`config.mk`:
```
export PLATFORM = sky130hd
export DESIGN_NAME = mux_scan_ctrl_flat
export DESIGN_NICKNAME = d
export VERILOG_FILES = /design/src/rtl/mux_scan_ctrl_if.sv /design/src/rtl/mux_scan_ctrl.sv /design/src/flat_wrapper.sv
export SDC_FILE = /design/constraint.sdc
export NUM_CORES = 1
export LEC_CHECK = 0
export CAP_MARGIN = 20
export CORE_ASPECT_RATIO = 1.2
export CORE_MARGIN = 4
export CORE_UTILIZATION = 49
export DETAILED_ROUTE_END_ITERATION = 8
export PLACE_DENSITY = 0.81
export SYNTH_ARGS = -nofsm -noshare
export SYNTH_HDL_FRONTEND = slang
export SYNTH_SLANG_ARGS = --single-unit
```
`constraint.sdc`:
```
create_clock -name clk -period 1.9 [get_ports clk]
set_input_delay 0.19 -clock clk [delete_from_list [all_inputs] [get_ports clk]]
set_output_delay 0.19 -clock clk [all_outputs]
set_load 0.02 [all_outputs]
```
`src/rtl/mux_scan_ctrl_if.sv`:
```
// Select/sample bundle between the scan controller and whoever owns the mux and the request side.
// The controller is the slave: it takes start/mask and the mux output Y, and drives S and the results.
interface mux_scan_ctrl_if;
    logic       start;
    logic [3:0] mask;
    logic [1:0] S;
    logic       Y;
    logic       busy;
    logic       done;
    logic [3:0] snap;
    logic [3:0] chg;

    modport master (output start, mask, Y, input S, busy, done, snap, chg);
    modport slave  (input start, mask, Y, output S, busy, done, snap, chg);
endinterface

```
`src/rtl/mux_scan_ctrl.sv`:
```
// Steps a 4:1 mux select through the enabled channels, dwells DWELL cycles on each,
// samples Y at the end of each dwell, and publishes a snapshot plus change flags.
module mux_scan_ctrl #(
    parameter int unsigned DWELL = 2
) (
    input  logic            clk,
    input  logic            rst,
    mux_scan_ctrl_if.slave  bus_io
);

    typedef enum logic [1:0] {IDLE, SCAN, DONE} state_e;

    localparam logic [7:0] DWELL_M1 = 8'(DWELL - 1);

    state_e     state_q;
    logic [3:0] mask_q;
    logic [7:0] cnt_q;
    logic [1:0] s_q;
    logic [3:0] shadow_q;
    logic [3:0] snap_q;
    logic [3:0] chg_q;
    logic       busy_q;
    logic       done_q;

    logic [1:0] first_ch;
    logic [1:0] next_ch;
    logic       has_next;
    logic [3:0] shadow_d;
    logic [3:0] snap_d;

    // Descending loops so the lowest qualifying channel wins.
    always_comb begin
        first_ch = 2'd0;
        for (int k = 3; k >= 0; k--) begin
            if (bus_io.mask[k]) first_ch = 2'(k);
        end
        has_next = 1'b0;
        next_ch  = s_q;
        for (int k = 3; k >= 0; k--) begin
            if (mask_q[k] && (k > int'(s_q))) begin
                has_next = 1'b1;
                next_ch  = 2'(k);
            end
        end
        shadow_d      = shadow_q;
        shadow_d[s_q] = bus_io.Y;
        // Only scanned channels take the new sample; the rest keep their old snapshot.
        snap_d = (snap_q & ~mask_q) | (shadow_d & mask_q);
    end

    always_ff @(posedge clk or posedge rst) begin
        if (rst) begin
            state_q  <= IDLE;
            mask_q   <= 4'd0;
            cnt_q    <= 8'd0;
            s_q      <= 2'd0;
            shadow_q <= 4'd0;
            snap_q   <= 4'd0;
            chg_q    <= 4'd0;
            busy_q   <= 1'b0;
            done_q   <= 1'b0;
        end else begin
            case (state_q)
                IDLE: begin
                    if (bus_io.start && (bus_io.mask != 4'd0)) begin
                        mask_q  <= bus_io.mask;
                        cnt_q   <= DWELL_M1;
                        s_q     <= first_ch;
                        busy_q  <= 1'b1;
                        state_q <= SCAN;
                    end
                end
                SCAN: begin
                    if (cnt_q == 8'd0) begin
                        shadow_q <= shadow_d;
                        if (has_next) begin
                            s_q   <= next_ch;
                            cnt_q <= DWELL_M1;
                        end else begin
                            state_q <= DONE;
                            busy_q  <= 1'b0;
                            done_q  <= 1'b1;
                            snap_q  <= snap_d;
                            chg_q   <= (snap_d ^ snap_q) & mask_q;
                        end
                    end else begin
                        cnt_q <= cnt_q - 8'd1;
                    end
                end
                DONE: begin
                    done_q  <= 1'b0;
                    state_q <= IDLE;
                end
                default: state_q <= IDLE;
            endcase
        end
    end

    assign bus_io.S    = s_q;
    assign bus_io.busy = busy_q;
    assign bus_io.done = done_q;
    assign bus_io.snap = snap_q;
    assign bus_io.chg  = chg_q;

endmodule

```
`src/flat_wrapper.sv`:
```
// flat-port wrapper written by rule: the top's interface ports become plain ports
module mux_scan_ctrl_flat 
#(
    parameter int unsigned DWELL = 2
)
  (clk, rst, bus_io_start, bus_io_mask, bus_io_Y, bus_io_S, bus_io_busy, bus_io_done, bus_io_snap, bus_io_chg);
  mux_scan_ctrl_if bus_io_i ();
  input  logic clk;
  input  logic rst;
  input wire logic [$bits(bus_io_i.start)-1:0] bus_io_start;
  input wire logic [$bits(bus_io_i.mask)-1:0] bus_io_mask;
  input wire logic [$bits(bus_io_i.Y)-1:0] bus_io_Y;
  output wire logic [$bits(bus_io_i.S)-1:0] bus_io_S;
  output wire logic [$bits(bus_io_i.busy)-1:0] bus_io_busy;
  output wire logic [$bits(bus_io_i.done)-1:0] bus_io_done;
  output wire logic [$bits(bus_io_i.snap)-1:0] bus_io_snap;
  output wire logic [$bits(bus_io_i.chg)-1:0] bus_io_chg;
  assign bus_io_i.start = bus_io_start;
  assign bus_io_i.mask = bus_io_mask;
  assign bus_io_i.Y = bus_io_Y;
  assign bus_io_S = bus_io_i.S;
  assign bus_io_busy = bus_io_i.busy;
  assign bus_io_done = bus_io_i.done;
  assign bus_io_snap = bus_io_i.snap;
  assign bus_io_chg = bus_io_i.chg;
  mux_scan_ctrl #(.DWELL(DWELL)) u_core (.clk(clk), .rst(rst), .bus_io(bus_io_i));
endmodule
```
### Yosys cells after proc, flatten, opt, wreduce, memory -nomap -nowiden

Cells that the tools add are included.

| word-level totals | value |
|---|---|
| register bits after elaboration | 30 |
| input bits | 8 |
| logic and storage cells | 80 |

| cells by class | value |
|---|---|
| bitwise gates (word level) | 7 |
| $lt $le $gt $ge | 5 |
| reduce and logical (&&, ||, !) cells | 18 |
| muxes and demuxes | 32 |
| add/subtract/negate cells | 1 |
| equal/unequal tests | 8 |

Operators by type and width:

| operator | count |
|---|---|
| $mux W2 | 13 |
| $mux W8 | 3 |
| $pmux W8 S2 | 1 |
| $and A4 B4 Y4 | 3 |
| $reduce_and A3 Y1 | 4 |
| $mux W1 | 9 |
| $logic_not A8 Y1 | 1 |
| $pmux W2 S2 | 2 |
| $sub A8 B1 Y8 const B | 1 |
| $ne A2 B1 Y1 const B | 3 |
| $logic_and A1 B1 Y1 | 5 |
| $reduce_and A5 Y1 | 1 |
| $bwmux W4 | 1 |
| $gt A2 B2 Y1 const A | 2 |
| $ne A4 B1 Y1 const B | 1 |
| $not A4 Y4 | 1 |
| $or A4 B4 Y4 | 1 |
| $pmux W1 S2 | 2 |
| $reduce_and A2 Y1 | 2 |
| $reduce_and A4 Y1 | 1 |
| $reduce_bool A2 Y1 | 2 |
| $reduce_bool A4 Y1 | 1 |
| $xor A4 B4 Y4 | 1 |
| $lt A2 B3 Y1 const B | 1 |
| other kinds (9) | 9 |

### Logic depth before layout (Yosys ltp)

Gate-level depths: netlist of the first run.

| depth | value |
|---|---|
| depth in word-level cells | 9 |
| mapped depth | 8 |
| depth with buffers taken out | 7 |

### Least setup slack after synthesis of the first run

Ideal clock, no wire load.

| timing | value |
|---|---|
| kind | flip-flop to flip-flop |
| from | reg u_core.cnt_q[0] |
| to | reg u_core.s_q[0], in the netlist u_core.bus_io.S[0] |
| library setup time | 0.125 ns |
| path slack | 0.049 ns |
| arrival | 1.726 ns |
| clock period less this slack | 1.851 ns |
| required time | 1.775 ns |
| cell stages (with the launch flop) | 7 |
| path through | dfrtp_1 -> inv_1 -> ha_1 -> or4b_4 -> nor3_4 -> o22ai_2 -> mux2_4 |

| on the way | value |
|---|---|
| cells in the longest elaborated chain, start to end | 3 |

Ends and longest elaborated chain:

| element | RTL line | RTL |
|---|---|---|
| start: declaration | mux_scan_ctrl.sv:17 | `logic [7:0] cnt_q;` |
| start signal: assignment | mux_scan_ctrl.sv:87 | `cnt_q <= cnt_q - 8'd1;` |
| $logic_not A8 Y1 | mux_scan_ctrl.sv:74 | `if (cnt_q == 8'd0) begin` |
| $ne A2 B1 Y1 (no source line) | - |  |
| $reduce_and A5 Y1 (no source line) | - |  |
| end signal: assignment | mux_scan_ctrl.sv:68 | `s_q <= first_ch;` |
| end signal: assignment | mux_scan_ctrl.sv:77 | `s_q <= next_ch;` |
| end: declaration | mux_scan_ctrl.sv:18 | `logic [1:0] s_q;` |

Every way passes these cells.
A chain may end at the register's enable or synchronous reset.

### Worst setup path in the final report of the first run

| timing | value |
|---|---|
| from | reg u_core.cnt_q[1] |
| to | reg u_core.shadow_q[2] |

| on the way | value |
|---|---|
| cells in the longest elaborated chain, start to end | 2 |

Ends and longest elaborated chain:

| element | RTL line | RTL |
|---|---|---|
| $logic_not A8 Y1 | mux_scan_ctrl.sv:74 |  |
| $reduce_and A2 Y1 (no source line) | - |  |
| end signal: assignment | mux_scan_ctrl.sv:75 | `shadow_q <= shadow_d;` |
| end: declaration | mux_scan_ctrl.sv:19 | `logic [3:0] shadow_q;` |

Every way passes these cells.

==> results.md, run 1 <==
- Status: completed
- CTS Hold Buffers Added: 0
- Final WS setup: between 0.001 and 0.0015 ns
- Final nets: between 200 and 250
- Clock buffer count from CTS: 5
- Die H: around 70 um
- Maximum fanout along the worst path: 4
- CTS clk-pin slew, worst paths: about 0.1 ns
- Crit-path cells: inv_2, ha_4, or4b_4, nor3_4, buf_6, mux2_4
- Worst-Margin Slew: between 0.3 and 0.4 ns
- Maximum number of pins on one net before global-route repair: 31
- Final Critical Period: 1.90 ns
- Share of the synthesized area in the top cell type: 47.4%
- Skew final: 0.00796 ns
- Remaining global-route overflow: 0
- Hold Vio Cnt, Final: 0
- Sw frac: roughly two fifths
- Antenna cells: 0
- Worst endpoint data arrival time: about 2.1 ns
- Avg Inst Size Synth: 10.8 um^2
- Routed WL: roughly 3800 um
- Relative slew slack: between 70 and 80%
- Worst Path Required: approximately 2.1 ns
- Dpl ws: -0.0690 ns
- Asr flop ratio synth: 100%
- Sw power: roughly 1.4 mW
- Comb pwr share: about 53%
- 1st-pass router iterations: 4
- Power per cell area: about 1700 mW/mm^2
- Top_reg_cell synth: dfrtp_1
- GRT Util Overall: 20.4%
- DRC: 0
- Fillcell total: approximately 230
- Clock power frac: 14.2%
- Initial antenna violation count: 0
- Total vias in the final route: between 1k and 1.5k
- Clk_lat worst skew: 0.34 ns
- Unique masters post-synth: 47
- Commonest cells post-synth: 30 x dfrtp_1, 13 x inv_1, 13 x o21ai_0
- WL met3: ~150 um
- Sequential group share of total power: between 30% and 40%
- Synth Instances: around 150
- # IOs: 20
- Proportion of layout cells with a drive suffix above 1: approximately a third
- Area Growth Syn to Fin: 33.2%
- RSZ-0062 raised after global routing: yes
- WL per Instance: roughly 17 um
- Number of enable-type register cells in the synthesized netlist: 0
- CP Class: reg -> reg
- #FFs+latches synth: 30
- Avg Vias per Cell: 5.85
- Net Count, Synth: between 150 and 200
- First-pass GRT wire length: about 6400 um
- LEAKAGE: between 0.9 and 1 nW
- Max IR drop VDD: between 0.001 and 0.0015 V
- Global placement routability congestion: around 0.86
- Metal2 WL: approximately 2000 um
- Slowest stage delay, CP: roughly 0.48 ns
- Root buffer cell: clkbuf_4
- CTS sink cnt: 30
- DR top layer: met4
- Final setup viols: 0
- Routed length on met1: about 1500 um
- Die W: 59.9 um
- Synth top area cells: dfrtp_1 47%, mux2_2 7.1%, o21ai_0 4.1%, inv_1 3.1%, nor3_1 2.8%
- CTS H-tree lvls: 2
- Fmax: around 530 MHz
- Sequential element share of the synthesized area: ~47%
- HP Class: in -> async
- 1st-iter DRT viols: just under 60
- Number of global-route vias before repair: 1,386
- DIE AREA: roughly 0.0042 mm^2
- Critical Path Sink Type: flop
- Syn Std Cell Area: 0.00159 mm^2
- Max Cap Viol: 0
- Startpoint types: flop
- Buffers on Ports: 19
- Count leader, synth: dfrtp_1
- CP Buf/Inv Count: 2
- CP max stage cell: or4b_4
- Yosys top cell by area: dfrtp_1
- Hpwl dp: ~2800 um
- Fin util: just under 70%
- Critical path's top delay family: simple AND/OR/NAND/NOR gates
- Clk buf depth: 2
- Internal: ~2.1 mW
- Routed Antenna Nets: 0
- Core area: 0.00308 mm^2
- Layout Cells excl Fill: 229
- Initial Util: approximately 51%
- Cell Rows: 22
- Final Max Tran Viols: 0
- Final worst path period share: 99.9%
- CTS tree: yes
- Dpl cells: 220
- Synth Warn #: 0
## power by group through the flow
stage               sequential, mW  combinational, mW  clock, mW
floorplan                     1.25              0.943          0
global placement              1.13               1.68          0
detailed placement            1.15               1.74          0
CTS                           1.15               1.77      0.522
global route                  1.21               2.02      0.552
finish                        1.17               1.86      0.502
## layout make-up
| class | instances | area, um^2 | area share (%) |
|---|---|---|---|
| Multi-Input combinational cell | 100 | 822 | 38.9 |
| Tap cell | 36 | 45.0 | 2.13 |
| Timing Repair Buffer | 42 | 367 | 17.4 |
| Inverter | 13 | 48.8 | 2.31 |
| Sequential cell | 30 | 751 | 35.5 |
| Clock buffer | 6 | 41.3 | 1.95 |
| Clock inverter | 2 | 37.5 | 1.78 |
## state kept, by name, summed over array words and instances, names as in the netlist
signal              count
u_core.bus_io.chg       4
u_core.bus_io.S         2
u_core.cnt_q            8
u_core.shadow_q         4
u_core.state_q          2
u_core.mask_q           4
u_core.bus_io.busy      1
u_core.bus_io.snap      4
u_core.bus_io.done      1
## cells by family (layout without fill, tap and decap cells)
kind of cell    after synthesis  count (layout)  share of synthesized area (%)
compound gates               39              39                           17.0
xor+xnor                      5               5                           2.76
fa+ha+maj                     2               2                           1.58
buf+inv                      17              63                           4.74
flops                        30              30                           47.4
mux                          13              13                           9.47
simple gates                 41              41                           17.0
## worst reg2reg max path, cell delays in order (launching register included)
cell,delay (ns)
dfrtp_1,0.40
inv_2,0.08
ha_4,0.13
or4b_4,0.48
nor3_4,0.25
buf_6,0.16
mux2_4,0.30
## stage by stage
stage	power (mW)	setup TNS (ns)	area (um^2)	hold WS, ns
floorplan	2.20	0	1590	0.281
global placement	2.82	-0.0956	1960	0.465
detailed placement	2.90	-0.325	1960	0.470
CTS	3.45	-0.000394	2050	0.220
global route	3.78	-0.140	2110	0.243
finish	3.53	0	2110	0.222
## cell usage in the layout, fill, tap and decap left out, drive strengths merged, types with 2 or more instances in the layout
master	synthesis	routed
nand2	8	8
o2111ai	3	3
clkdlybuf4s50	0	19
ha	2	2
o41ai	3	3
o31ai	4	4
mux2	13	13
nand2b	2	2
inv	13	13
a21oi	4	4
nor2b	2	2
or3	4	4
nor2	3	3
xnor2	5	5
nor3	11	11
clkbuf	2	6
buf	2	23
o21ai	14	14
or4b	3	3
a21o	2	2
dfrtp	30	30
o22ai	2	2
## path summary, 6_finish.rpt
path | start | end | slack (ns) | cells after the start
max reg2reg | u_core.cnt_q[1] | u_core.shadow_q[2] | 0.001 | 6
max in group asynchronous | rst | u_core.cnt_q[5] | 1.39 | 3
min reg2reg | u_core.bus_io.busy | u_core.bus_io.busy | 0.48 | 1
max | u_core.cnt_q[1] | u_core.shadow_q[2] | 0.001 | 6
min in group clk | u_core.bus_io.busy | u_core.bus_io.busy | 0.48 | 1
min | rst | u_core.bus_io.chg[0] | 0.22 | 3
## layer usage
layer / track usage, % / up-vias
met2: 33.2 / 37
met3: 5.55 / 13
met5: 0 / -
met1: 23.1 / 660
met4: 11.6 / 0
li1: - / 629
## repair_timing
| action | in CTS | in global routing |
|---|---|---|
| setup endpoints to repair | 9 | 16 |
| gates cloned | 0 | 0 |
| resized for setup | 2 | 15 |
| hold endpoints to repair | 0 | 0 |
| pin swaps | 0 | 3 |
| buffers inserted | 0 | 1 |
(Power assumes the default switching activity.)
==> run 2, diff against run 1 <==
--- a/config.mk
+++ b/config.mk
@@ -11,6 +11,7 @@
 export CORE_UTILIZATION = 49
 export DETAILED_ROUTE_END_ITERATION = 8
 export PLACE_DENSITY = 0.81
+export REMOVE_ABC_BUFFERS = 1
 export SYNTH_ARGS = -nofsm -noshare
 export SYNTH_HDL_FRONTEND = slang
 export SYNTH_SLANG_ARGS = --single-unit
==> results.md, run 2 (synthesized netlist as in run 1, its figures left out) <==
- Status: finished, violations left
- Final nets: about 200
- Proportion of layout cells with a drive suffix above 1: 33.7%
- Power per cell area: 1740 mW/mm^2
- Slowest stage delay, CP: between 0.4 and 0.5 ns
- Clk buf depth: 2
- Max IR drop VDD: around 0.0014 V
- Biggest register: u_core.cnt_q
- # IOs: 20
- DRC: 0
- 1st-pass router iterations: 4
- 1st-iter DRT viols: 57
- Final Critical Period: between 1.5 and 2 ns
- Initial Util: 51.4%
- Number of global-route vias before repair: 1,463
- Final setup viols: 9
- Core area: about 0.0031 mm^2
- Routed Antenna Nets: 0
- Max Cap Viol: 0
- Root buffer cell: clkbuf_4
- LEAKAGE: 0.926 nW
- CP max stage cell: or4b_4
- Clk_lat worst skew: 0.34 ns
- Failing checks: negative setup slack
- Critical path's top delay family: simple AND/OR/NAND/NOR gates
- HP Class: in -> async
- Layout Cells excl Fill: ~230
- Power, Total: about 3.7 mW
- Dpl cells: 217
- Critical Path Sink Type: flop
- Startpoint types: flop
- CTS H-tree lvls: 2
- Die H: between 70 and 80 um
- Fin util: a little over two thirds
- Antenna cells: 0
- First-pass GRT wire length: roughly 6600 um
- DIE AREA: approximately 0.0042 mm^2
- Worst Path Required: 2.14 ns
- Skew final: between 0.01 and 0.015 ns
- Initial antenna violation count: 0
- Post-DP Area: approximately 0.0019 mm^2
- Remaining global-route overflow: 0
- Hold Vio Cnt, Final: 0
- Post-route cell area: around 0.0021 mm^2
- Final WS setup: -0.0772 ns
- Global placement routability congestion: 0.931
- Fillcell total: roughly 200
- CTS tree: yes
- Avg Vias per Cell: 6.07
- CTS Hold Buffers Added: 0
- Total vias in the final route: around 1.4k
- GRT Util Overall: approximately a fifth
- CP Class: reg -> reg
- WL per Instance: approximately 20 um
- Buffers on Ports: 19
- Most common cell after layout, fill and taps aside: dfrtp_1
- Maximum fanout along the worst path: 4
- Final Max Tran Viols: 0
- Hpwl dp: 2900 um
- Most frequent cells in the layout: 30 x dfrtp_1, 19 x clkdlybuf4s50_1, 18 x buf_4
- RSZ-0062 raised after global routing: yes
- CP Buf/Inv Count: 2
- Worst-Margin Slew: between 0.4 and 0.5 ns
- Area Growth Syn to Fin: 34.9%
- Maximum number of pins on one net before global-route repair: 31
- Fmax: slightly above 500 MHz
- Relative slew slack: 71.3%
- Routed WL: roughly 4600 um
- Die W: 59.9 um
- CTS clk-pin slew, worst paths: about 0.11 ns
- Max reg flops: 8
- Worst endpoint data arrival time: 2.22 ns
- CTS sink cnt: 30
- Sum Neg Setup Slack: -0.417 ns
- Cell Rows: 22
- Crit-path cells: inv_2, ha_4, or4b_4, nor3_4, buf_6, mux2_4
- Clock buffer count from CTS: 5
- Final worst path period share: 104%
==> run 2: cell types whose count changed in the layout (fill, tap and decap cells not counted), sizes merged <==
cell,delta
clkbuf,-1
buf,-3
clkinvlp,-1
clkinv,+2
==> run 2: worst paths after layout <==
kind                                    start            endpoint  slack [ns]  depth (start not counted)
max                           u_core.cnt_q[1]  u_core.shadow_q[1]       -0.08                          6
min                                       rst     u_core.cnt_q[6]        0.21                          3
max reg2reg                   u_core.cnt_q[1]  u_core.shadow_q[1]       -0.08                          6
min reg2reg                u_core.bus_io.busy  u_core.bus_io.busy        0.52                          1
max in group asynchronous                 rst    u_core.mask_q[3]        1.40                          3
min in group clk               bus_io_mask[2]    u_core.mask_q[2]        0.48                          3
==> run 2: timing repair <==
action                     in CTS  in global routing
setup endpoints to repair      15                 18
pin swaps                       1                  3
buffers inserted                1                  0
resized for setup               7                 21
==> run 2: cell type report <==
type                            count  area (um^2)  area share (%)
Multi-Input combinational cell    100          868            40.6
Clock buffer                        5         37.5            1.76
Timing Repair Buffer               39          348            16.3
Inverter                           13         48.8            2.28
Clock inverter                      3         40.0            1.87
Tap cell                           36         45.0            2.11
Sequential cell                    30          751            35.1
==> run 2: metrics by stage <==
step	setup slack (ns)	hold slack, ns
detailed placement	-0.144	0.474
global route	-0.122	0.251
CTS	-0.00275	0.238
floorplan	0.0227	0.281
global placement	-0.0344	0.465
finish	-0.0772	0.212
==> run 2: where the power goes <==
group          leakage (nW)  total (mW)  switching, mW  internal, mW
clock network        0.0450       0.517          0.245         0.272
logic                 0.512        2.03           1.09         0.946
registers             0.369        1.17          0.250         0.918
total                 0.926        3.72           1.58          2.14
==> run 2: worst register-to-register path, stage by stage (launching register included) <==
cell,delay (ns)
dfrtp_1,0.41
inv_2,0.09
ha_4,0.13
or4b_4,0.49
nor3_4,0.28
buf_6,0.17
mux2_4,0.31
==> run 2: routing by layer <==
layer / global-route usage, % / routed length [um]
met5: 0 / 0
met4: 9.85 / 162
met3: 6.10 / 186
met2: 35.6 / 2390
met1: 23.4 / 1810
==> run 3, diff against run 2 <==
--- a/config.mk
+++ b/config.mk
@@ -8,9 +8,10 @@
 export CAP_MARGIN = 20
 export CORE_ASPECT_RATIO = 1.2
 export CORE_MARGIN = 4
-export CORE_UTILIZATION = 49
+export CORE_UTILIZATION = 50
 export DETAILED_ROUTE_END_ITERATION = 8
-export PLACE_DENSITY = 0.81
+export DONT_BUFFER_PORTS = 1
+export PLACE_DENSITY = 0.74
 export REMOVE_ABC_BUFFERS = 1
 export SYNTH_ARGS = -nofsm -noshare
 export SYNTH_HDL_FRONTEND = slang
==> results.md, run 3 (synthesized netlist as in run 1, its figures left out) <==
- Status: completed
- Clk_lat worst skew: about 0.33 ns
- CTS H-tree lvls: 2
- 1st-iter DRT viols: 67
- Startpoint types: flop
- Global placement routability congestion: about 0.9
- Remaining global-route overflow: 0
- Clk buf depth: 2
- CP Class: reg -> reg
- Slowest stage delay, CP: between 0.4 and 0.5 ns
- Busiest grt layer: met2
- Cell count along the critical path: 6
- Initial antenna violation count: 0
- Die W: 59.4 um
- Max IR drop VDD: around 0.00099 V
- CTS sink cnt: 30
- GRT met3 Usage: between 5 and 6%
- Fmax: 537 MHz
- Total vias in the final route: approximately 1.2k
- Final nets: 181
- Hold Vio Cnt, Final: 0
- Cell Rows: 22
- Met2 usage in global routing: between 30% and 40%
- CTS tree: yes
- CTS clk-pin slew, worst paths: around 0.090 ns
- Routed WL: 3750 um
- GRT Util Overall: between 10% and 20%
- WL per Instance: between 15 and 20 um
- Routed Antenna Nets: 0
- Post-route cell area: between 0.0015 and 0.002 mm^2
- Proportion of layout cells with a drive suffix above 1: between 30% and 40%
- Core area: roughly 0.0031 mm^2
- R2R cell count: 6
- Clock buffer count from CTS: 5
- Final Critical Period: 1.86 ns
- Antenna cells: 0
- Avg Vias per Cell: between 6 and 7
- Root buffer cell: clkbuf_4
- Max reg flops: 8
- Relative slew slack: slightly above 70%
- Hpwl dp: approximately 2700 um
- GRT met1 Usage: between 20% and 30%
- DIE AREA: 0.00414 mm^2
- Post-DP Area: roughly 0.0017 mm^2
- LEAKAGE: approximately 0.84 nW
- Maximum fanout along the worst path: 4
- Area Growth Syn to Fin: 20.9%
- Power per cell area: around 1700 mW/mm^2
- Hold depth: 2
- RSZ-0062 raised after global routing: yes
- Final setup viols: 0
- CP Buf/Inv Count: 2
- Worst R2R End: u_core.shadow_q[2]
- R2R Setup Slk: between 0.03 and 0.04 ns
- Critical Path Sink Type: flop
- Biggest register: u_core.cnt_q
- Hold_ws: between 0.02 and 0.025 ns
- Final Max Tran Viols: 0
- HP Class: in -> reg
- Crit-path cells: inv_2, ha_4, or4b_4, nor3_4, buf_6, mux2_4
- Maximum number of pins on one net before global-route repair: 21
- Die H: ~70 um
- CP max stage cell: or4b_4
- Skew final: around 0.011 ns
- Critical path's top delay family: simple AND/OR/NAND/NOR gates
- Worst Path Required: 2.11 ns
- Max Cap Viol: 0
- Buffers on Ports: 0
- Most common cell after layout, fill and taps aside: dfrtp_1
- WHS Endpoint: u_core.mask_q[1]
- DRC: 0
- Worst-Margin Slew: 0.414 ns
- 1st-pass router iterations: 4
- R2r startpoint: u_core.cnt_q[0]
- # IOs: 20
- Number of global-route vias before repair: about 1.3k
- First-pass GRT wire length: about 6300 um
- Final worst path period share: 98.0%
- Most frequent cells in the layout: 30 x dfrtp_1, 15 x buf_4, 12 x o21ai_0
- Initial Util: between 50% and 60%
- Worst endpoint data arrival time: roughly 2.1 ns
- Hold path startpoint: bus_io_mask[1]
run 3: changes by cell type in the layout (fill, tap and decap cells not counted), sizes merged:
| cell | delta |
|---|---|
| buf | -3 |
| dlygate4sd3 | +4 |
| bufinv | -1 |
| clkdlybuf4s50 | -19 |
| clkbuf | +1 |
| clkinv | -2 |
run 3: timing repair:
action,in CTS,in global routing
endpoints found under the setup margin,10,15
pin swaps,1,0
hold endpoints to repair,13,0
buffers inserted,1,0
hold buffers,4,0
resized for setup,11,12
run 3: layout make-up:
type / count / area (um^2)
Tap cell: 36 / 45.0
Multi-Input combinational cell: 100 / 846
Timing Repair Buffer: 21 / 175
Fill cell: 251 / 1140
Inverter: 13 / 48.8
Clock buffer: 6 / 51.3
Sequential cell: 30 / 751
run 3: metal layers:
metal	share of wire (%)	vias up
li1	-	587
met1	40	616
met2	53	31
met3	4.2	13
met4	2.7	0
met5	0	-
run 3: how the worst max path moves through the flow:
stage,slack [ns],startpoint,endpoint
after floorplan,0.02,u_core.cnt_q[0],u_core.bus_io.S[0]
after global routing,-0.06,u_core.cnt_q[0],u_core.bus_io.S[0]
after detailed placement,-0.02,u_core.cnt_q[0],u_core.bus_io.snap[0]
after CTS,0.002,u_core.cnt_q[0],u_core.shadow_q[2]
after global placement,0.03,u_core.cnt_q[0],u_core.bus_io.snap[2]
final,0.04,u_core.cnt_q[0],u_core.shadow_q[2]
run 3: worst reg2reg max path: stages, from the launching register on:
cell and delay [ns]:
dfrtp_1 0.41, inv_2 0.09, ha_4 0.13, or4b_4 0.49, nor3_4 0.18, buf_6 0.16, mux2_4 0.30
run 3: through the flow:
step	TNS (ns)	utilization (%)	total power [mW]	std cells	worst slack, ns
2_1_floorplan	0	-	2.16	143	0.0227
3_3_place_gp	0	56.4	2.56	195	0.0346
3_5_place_dp	-0.0523	56.4	2.63	195	-0.0204
4_1_cts	0	61.0	3.09	206	0.00208
5_1_grt	-0.305	62.7	3.44	206	-0.0633
6_report	0	62.7	3.19	206	0.0376
run 3: report_power, final:
part / total [mW] / switching [mW] / internal (mW)
sequential: 1.30 / 0.382 / 0.917
clock: 0.368 / 0.201 / 0.166
combinational: 1.53 / 0.788 / 0.740
total: 3.19 / 1.37 / 1.82
